## src/rtl/vu_frame_ctrl.sv

```systemverilog
// vu_frame_ctrl: once per frame, samples one audio level during vertical
// blanking, updates a decaying level bar and a held peak marker, and renders
// the bar as registered 3-3-2 RGB pixels during the active area.
module vu_frame_ctrl #(
    parameter int H_ACTIVE   = 640,
    parameter int BAR_Y0     = 200,
    parameter int BAR_H      = 80,
    parameter int SEG_SHIFT  = 2,
    parameter int YEL_TH     = 100,
    parameter int RED_TH     = 140,
    parameter int DECAY      = 2,
    parameter int PEAK_HOLD  = 30,
    parameter int SAMPLE_WIN = 1024
) (
    input  logic       pixel_clock,
    input  logic       reset,
    input  logic       frame_start,
    input  logic       video_on,
    input  logic [9:0] h_count,
    input  logic [9:0] v_count,
    input  logic [7:0] level_in,
    input  logic       level_valid,
    output logic       level_ready,
    output logic [2:0] red,
    output logic [2:0] green,
    output logic [1:0] blue
);

    typedef enum logic [1:0] {
        DISPLAY = 2'd0,
        SAMPLE  = 2'd1,
        UPDATE  = 2'd2
    } state_t;

    localparam int WIN_W  = (SAMPLE_WIN > 1) ? $clog2(SAMPLE_WIN) : 1;
    localparam int HOLD_W = (PEAK_HOLD > 0) ? $clog2(PEAK_HOLD + 1) : 1;

    localparam logic [WIN_W-1:0]  WIN_LAST   = WIN_W'(SAMPLE_WIN - 1);
    localparam logic [HOLD_W-1:0] HOLD_INIT  = HOLD_W'(PEAK_HOLD);
    localparam logic [7:0]        DECAY_STEP = 8'(DECAY);
    localparam logic [10:0]       H_END      = 11'(H_ACTIVE);
    localparam logic [10:0]       ROW_FIRST  = 11'(BAR_Y0);
    localparam logic [10:0]       ROW_END    = 11'(BAR_Y0 + BAR_H);
    localparam logic [9:0]        SEG_YEL    = 10'(YEL_TH);
    localparam logic [9:0]        SEG_RED    = 10'(RED_TH);

    // Packed {red, green, blue} colour codes.
    localparam logic [7:0] RGB_BLACK  = 8'b000_000_00;
    localparam logic [7:0] RGB_GREEN  = 8'b000_111_00;
    localparam logic [7:0] RGB_YELLOW = 8'b111_111_00;
    localparam logic [7:0] RGB_RED    = 8'b111_000_00;
    localparam logic [7:0] RGB_WHITE  = 8'b111_111_11;

    state_t              state;
    state_t              state_next;
    logic [WIN_W-1:0]    win_cnt;
    logic [7:0]          cap;
    logic [7:0]          disp;
    logic [7:0]          peak;
    logic [HOLD_W-1:0]   hold_cnt;

    logic                handshake;
    logic                timeout;
    logic [7:0]          disp_dec;
    logic [7:0]          disp_next;
    logic [7:0]          peak_next;
    logic [HOLD_W-1:0]   hold_next;

    logic [9:0]          seg;
    logic                in_bar;
    logic                in_cols;
    logic                is_lit;
    logic                is_peak;
    logic [7:0]          pix_rgb;

    // A sample is taken on valid, or abandoned once the window's last cycle passes.
    assign handshake = level_ready && level_valid;
    assign timeout   = level_ready && (win_cnt == WIN_LAST);

    // State register.
    // NOTE: sequential state uses non-blocking assignments so every flop samples pre-edge values.
    always_ff @(posedge pixel_clock or posedge reset) begin
        if (reset) state <= DISPLAY;
        else       state <= state_next;
    end

    // Next-state logic; frame_start only matters while displaying.
    // NOTE: defaults at the top of a combinational block keep it from inferring latches.
    always_comb begin
        state_next = state;
        case (state)
            DISPLAY: if (frame_start)           state_next = SAMPLE;
            SAMPLE:  if (handshake || timeout)  state_next = UPDATE;
            UPDATE:                             state_next = DISPLAY;
            default:                            state_next = DISPLAY;
        endcase
    end

    // FSM outputs decode straight from state, so reset drops level_ready at once.
    always_comb begin
        level_ready = (state == SAMPLE);
    end

    // Sample window counter and captured level; a handshake beats a timeout.
    always_ff @(posedge pixel_clock or posedge reset) begin
        if (reset) begin
            win_cnt <= '0;
            cap     <= '0;
        end else begin
            case (state)
                DISPLAY: if (frame_start) win_cnt <= '0;
                SAMPLE: begin
                    if (handshake)    cap     <= level_in;
                    else if (timeout) cap     <= '0;
                    else              win_cnt <= win_cnt + WIN_W'(1);
                end
                default: ;
            endcase
        end
    end

    // Bar and peak arithmetic evaluated from the captured level.
    always_comb begin
        disp_dec  = (disp > DECAY_STEP) ? (disp - DECAY_STEP) : 8'd0;
        disp_next = (cap >= disp) ? cap : ((disp_dec > cap) ? disp_dec : cap);
        peak_next = peak;
        hold_next = hold_cnt;
        if (cap >= peak) begin
            peak_next = cap;
            hold_next = HOLD_INIT;
        end else if (hold_cnt != '0) begin
            hold_next = hold_cnt - HOLD_W'(1);
        end else begin
            // cap < peak here, so peak is at least 1 and cannot wrap.
            peak_next = ((peak - 8'd1) > disp_next) ? (peak - 8'd1) : disp_next;
        end
    end

    // Bar state moves only in UPDATE, so a visible frame never tears.
    always_ff @(posedge pixel_clock or posedge reset) begin
        if (reset) begin
            disp     <= '0;
            peak     <= '0;
            hold_cnt <= '0;
        end else if (state == UPDATE) begin
            disp     <= disp_next;
            peak     <= peak_next;
            hold_cnt <= hold_next;
        end
    end

    assign seg     = h_count >> SEG_SHIFT;
    assign in_bar  = ({1'b0, v_count} >= ROW_FIRST) && ({1'b0, v_count} < ROW_END);
    assign in_cols = ({1'b0, h_count} < H_END);
    assign is_lit  = seg < {2'b00, disp};
    assign is_peak = (peak != 8'd0) && (seg == {2'b00, peak - 8'd1});

    // Pixel colour: peak marker over lit bar, bar colour by segment band.
    always_comb begin
        pix_rgb = RGB_BLACK;
        if (video_on && in_bar && in_cols) begin
            if (is_peak)              pix_rgb = RGB_WHITE;
            else if (is_lit) begin
                if (seg < SEG_YEL)      pix_rgb = RGB_GREEN;
                else if (seg < SEG_RED) pix_rgb = RGB_YELLOW;
                else                    pix_rgb = RGB_RED;
            end
        end
    end

    // Registered colour outputs, one cycle behind the pixel coordinates.
    always_ff @(posedge pixel_clock or posedge reset) begin
        if (reset) {red, green, blue} <= RGB_BLACK;
        else       {red, green, blue} <= pix_rgb;
    end

endmodule

```

## config.mk

```make
export PLATFORM = sky130hd
export DESIGN_NAME = vu_frame_ctrl
export DESIGN_NICKNAME = d
export VERILOG_FILES = /design/src/rtl/vu_frame_ctrl.sv
export SDC_FILE = /design/constraint.sdc
export NUM_CORES = 1
export LEC_CHECK = 0
export CAP_MARGIN = 15
export CORE_UTILIZATION = 35
export CTS_CLUSTER_SIZE = 30
export DETAILED_ROUTE_END_ITERATION = 16
export GPL_TIMING_DRIVEN = 0
export PLACE_DENSITY_LB_ADDON = 0.08
export SLEW_MARGIN = 5
export SYNTH_ARGS = -nofsm -noshare
export SYNTH_HDL_FRONTEND = slang
export SYNTH_SLANG_ARGS = --single-unit
```

## constraint.sdc

```tcl
create_clock -name pixel_clock -period 5.55 [get_ports pixel_clock]
set_input_delay 0.555 -clock pixel_clock [delete_from_list [all_inputs] [get_ports pixel_clock]]
set_output_delay 0.555 -clock pixel_clock [all_outputs]
set_load 0.03 [all_outputs]
```

# Yosys cells after proc, flatten, opt, wreduce, memory -nomap -nowiden
# Index checks and enable logic that the tools add are counted.
# word_totals
ff_bits	49
out_inout_bits	9
# op_classes
mux	22
n_addsub	4
n_eq_ne	9
reduce_logical	18
n_lt_le_gt_ge	11
# ops
operator	n
8-bit two-way mux	12
10-bit two-way mux	3
10-bit one-hot mux with 2 select lines	1
8-bit greater-or-equal comparator	2
8-bit greater-than comparator	2
5-bit two-way mux	3
10-bit by 1-bit adder with 10-bit output (second input constant)	1
10-bit == test (second input constant)	1
10-bit by 8-bit greater-or-equal comparator with 1-bit output (second input constant)	1
10-bit < comparator (second input constant)	1
10-bit by 9-bit < comparator with 1-bit output (second input constant)	1
8-bit == test	1
8-bit by 2-bit greater-than comparator with 1-bit output (second input constant)	1
8-bit by 7-bit < comparator with 1-bit output (second input constant)	1
8-bit < comparator	1
8-bit < comparator (second input constant)	1
2-bit inequality test (second input constant)	4
2-bit AND reduction	4
8-bit nonzero test	1
8-bit by 1-bit subtractor with 8-bit output (second input constant)	1
8-bit by 2-bit subtractor with 8-bit output (second input constant)	1
1-bit logical AND	6
2-bit nonzero test	3
5-bit nonzero test	1
other kinds (9)	10

# Longest topological paths before layout
# Gate-level depths: netlist of run 1.
# depth
word_depth	9
ltp_mapped	21

# Least setup slack after synthesis of run 1
# No wires, ideal clock.
# synth_path
path_type	register -> register
start	register disp[1]
end	register peak[1]
arrival_ns	3.918
path_buffers	2
path_stages_with_launch	19
setup_time_ns	0.090
slack_ns	1.542
path_cell_list	dfrtp_1 -> inv_1 -> ha_1 -> nand3_1 -> nor3_1 -> mux2_2 -> ha_1 -> a21boi_0 -> o311ai_1 -> buf_2 -> mux2i_1 -> ha_1 -> nor2b_1 -> o211ai_1 -> a21oi_1 -> o22ai_1 -> or3b_1 -> clkbuf_1 -> o221ai_1
# synth_between
elab_chain_len	9
elab_cells_between_ends	11
cone_classes	add/sub (1); order compare (4); mux (6)
# synth_lines
item	line_no	source
from (decl)	58	logic [7:0] disp;
from (signal assigned)	146	disp <= disp_next;
8-bit by 2-bit subtractor with 8-bit output / 8-bit by 2-bit greater-than comparator with 1-bit output (equally long branches)	124	disp_dec = (disp > DECAY_STEP) ? (disp - DECAY_STEP) : 8'd0;
8-bit two-way mux	124	
8-bit greater-than comparator	125	disp_next = (cap >= disp) ? cap : ((disp_dec > cap) ? disp_dec : cap);
8-bit two-way mux	125	
8-bit two-way mux (*)	125	
8-bit greater-than comparator	135	peak_next = ((peak - 8'd1) > disp_next) ? (peak - 8'd1) : disp_next;
8-bit two-way mux (*)	135	
8-bit two-way mux (*)	131	end else if (hold_cnt != '0) begin
8-bit two-way mux (*)	128	if (cap >= peak) begin
to (signal assigned)	147	peak <= peak_next;
to (decl)	59	logic [7:0] peak;
# Every way passes the cells marked *; elsewhere a longest branch is shown, timed or not. The select of a mux whose other input is x is not followed.
# A chain may end at the register's enable or synchronous reset.

# Final worst setup path of run 1
# Ends and elaborated chain as after synthesis.

==> results.yml, run 1 <==
route:
  drt_iter0_markers: 92
  drt_first_pass_iters: 4
  drcViolationCount: 0
  drt.antenna.violating_nets: 0
  num_vias: 2977
  via_per_inst: 5.260
  drt-total-wl_microns: 8759
  post_drt_wl_per_cell_microns: 15.48
placed_design:
  gp_congestion: 0.8796
  hpwl_microns: 6955
  place_ws_ps: 804.2
  portBuffers: 36
timing:
  skew_ps: 10.30
  setup_ws_ps: 724.0
  drv_slew: 0
  fin_crit_ps: 4826
  max_freq_ghz: 0.2072
  rsz0062_at_grt: "no"
  tightest_slew_ps: 788.3
  relSlewSlack: 0.4720
  fin_setup_tns_ps: 0
  setup_viol: 0
  finalCritPeriodShare: 0.8696
  hold_violations: 0
clocking:
  htreeDepth: 2
  worstSkewPairLatency_ps: 310
  hold_buffers: 0
  cts_root_buf: "clkbuf_8"
  cts_tree: "yes"
  clk_path_buf_depth: 2
  cts_num_sinks: 44
  cts_buffers: 5
  cts_resized: 0
  clk_pin_slew_ps: 90
  postCtsSetupRepairBufs: 0
flow_run:
  maxCapViolCount: 0
critical_path:
  critPathKind: "reg -> reg"
  cp.arrival_ps: 5050
  path_max_fanout: 10
  crit_required_ps: 5770
  critPathLaunch: "disp[1]"
  rrSetupSlack_ps: 720
  cp-start-kind: "flip-flop"
  timing.rr.start: "disp[1]"
  crit_path_end_kind: "flip-flop"
yosys:
  synth_top_area_frac: 0.3180
  netlist_top_cells_count: "44 x dfrtp_1, 44 x ha_1, 40 x inv_1, 40 x nand2_1, 30 x o21ai_0"
  ys.flop_type: "dfrtp_1"
  syn_inst: 392
  netlist_area_sq_mm: 0.003462
  ys_warn_count: 0
  ys_types: 54
  synthTopCellsByArea: "dfrtp_1 32%, ha_1 16%, inv_1 4.3%"
  async_reset_ff_frac: 1.000
  syn_area_per_cell_sq_um: 8.832
  yosys.area.top_type: "dfrtp_1"
  ys_ff_latch: 44
  synth_edf_count: 0
  yosysSeqAreaShare: 0.3180
  syn_nets: 469
finish:
  final_net_count: 513
  syn2layout_area_growth_pct: 19.30
  fill_cells: 952
  drive_above_1_share: 0.05263
  diodes: 0
grt:
  grt_start_max_net_pins: 24
  overflow: 0
  antenna_found_initial: 0
  grt_pass1_wl_microns: 14320
  grt_pass1_vias: 2882
  grt_usage: 0.1801
power:
  leakagePower_nw: 1.829
  vdd_drop_max_uv: 201.8
  p_per_area_mw_per_mm2: 587.9
die:
  die_x_microns: 101.5
  coreArea_sq_mm: 0.009415
  fp.dieH_microns: 101.5
  ioPinCount: 42
  start_util: 0.3677
  die-area_sq_mm: 0.01029
  num_rows: 35
worst_hold_path:
  min_from: "win_cnt[9]"
  worstHoldPathType: "reg -> reg"
outcome:
  status: "complete, no violations"
[kinds of logic (layout without fill, tap and decap cells)]
logic type,count (synthesis),count (layout),share of synthesized area
compound gates,98,98,0.1941
fa+ha+maj,44,44,0.1590
xor+xnor,22,22,0.05565
simple gates,117,117,0.1746
mux,11,11,0.03217
buf+inv,56,101,0.06649
flops,44,44,0.3180
[final cells by class]
class | count | area [sq um] | share of cell area
Timing Repair Buffer | 37 | 380.4 | 0.09209
Clock inverter | 1 | 30.03 | 0.007271
Sequential cell | 44 | 1101 | 0.2666
Inverter | 40 | 150.1 | 0.03635
Clock buffer | 7 | 96.34 | 0.02333
Multi-Input combinational cell | 292 | 2131 | 0.5159
Tap cell | 129 | 161.4 | 0.03908
Buffer | 16 | 80.08 | 0.01939
[placed cells by master, fill, tap and decap left out, types with 5 or more instances in the layout]
| cell | n |
|---|---|
| o211ai_1 | 6 |
| inv_1 | 39 |
| clkbuf_8 | 7 |
| nand2b_1 | 5 |
| nand2_1 | 40 |
| a21o_1 | 5 |
| a22oi_1 | 8 |
| xor2_1 | 6 |
| o221ai_1 | 11 |
| a21oi_1 | 11 |
| nand3_1 | 9 |
| dfrtp_1 | 44 |
| nor2b_1 | 5 |
| clkbuf_1 | 9 |
| o21ai_0 | 30 |
| and2_1 | 7 |
| ha_1 | 44 |
| nor3_1 | 7 |
| mux2i_1 | 10 |
| nand4_1 | 5 |
| nor2_1 | 18 |
| clkdlybuf4s50_1 | 36 |
| buf_4 | 5 |
| xnor2_1 | 16 |
[where the power goes]
group	internal [mW]	leakage [nW]	switching (mW)
combinational	0.661	1.21	0.881
clock	0.159	0.0645	0.123
sequential	0.437	0.556	0.167
[stage by stage]
| stage | area (sq um) | util | power (mW) | hold slack [ps] | std cells |
|---|---|---|---|---|---|
| 6_report | 4130 | 0.4387 | 2.428 | 504.6 | 566 |
| 5_1_grt | 4130 | 0.4387 | 2.656 | 509.7 | 566 |
| 4_1_cts | 4130 | 0.4387 | 2.439 | 496.6 | 566 |
| 3_5_place_dp | 4004 | 0.4252 | 2.137 | 478.1 | 558 |
| 3_3_place_gp | 3984 | 0.4231 | 2.107 | 474.8 | 557 |
| 2_1_floorplan | 3462 | - | 1.731 | 443.7 | 392 |
[routing by layer]
layer,GRT usage,vias to the layer above,share of wire
li1,-,1496,-
met2,0.3030,70,0.45
met4,0.04794,0,0.013
met5,0,-,0
met3,0.02830,9,0.040
met1,0.2407,1402,0.49
[sequential cells by signal, summed over array words and instances (netlist names)]
name	flops
disp	8
red	1
win_cnt	10
blue	1
hold_cnt	5
cap	8
peak	8
green	1
state	2
[critical path, cell delays in order, from the launching register on]
cell and delay (ps):
dfrtp_1 430, inv_1 140, ha_1 200, nand3_1 130, nor3_1 170, mux2_2 390
ha_1 290, nand4_1 120, nor2_1 170, a211oi_1 80, o311ai_1 80, buf_2 330
mux2i_1 370, ha_1 300, nor2b_1 130, o211ai_1 190, a21oi_1 100, o22ai_1 300
or3b_1 380, clkbuf_1 210, o221ai_1 220
[final timing paths]
path                               to  cells after the start
setup / recovery              peak[1]                     20
hold / removal             win_cnt[9]                      1
setup reg to reg              peak[1]                     20
hold reg to reg            win_cnt[9]                      1
max in group asynchronous      cap[5]                      3
min in group asynchronous  win_cnt[1]                      2
Power figures use the tool's default switching activity.
==> inputs of run 2 (changes only) <==
--- a/config.mk
+++ b/config.mk
@@ -5,10 +5,12 @@
 export SDC_FILE = /design/constraint.sdc
 export NUM_CORES = 1
 export LEC_CHECK = 0
+export ABC_AREA = 0
 export CAP_MARGIN = 15
 export CORE_UTILIZATION = 35
 export CTS_CLUSTER_SIZE = 30
 export DETAILED_ROUTE_END_ITERATION = 16
+export GPL_ROUTABILITY_DRIVEN = 1
 export GPL_TIMING_DRIVEN = 0
 export PLACE_DENSITY_LB_ADDON = 0.08
 export SLEW_MARGIN = 5
==> results of run 2 <==
Final layout, timing and power as in run 1 (identical DEF).
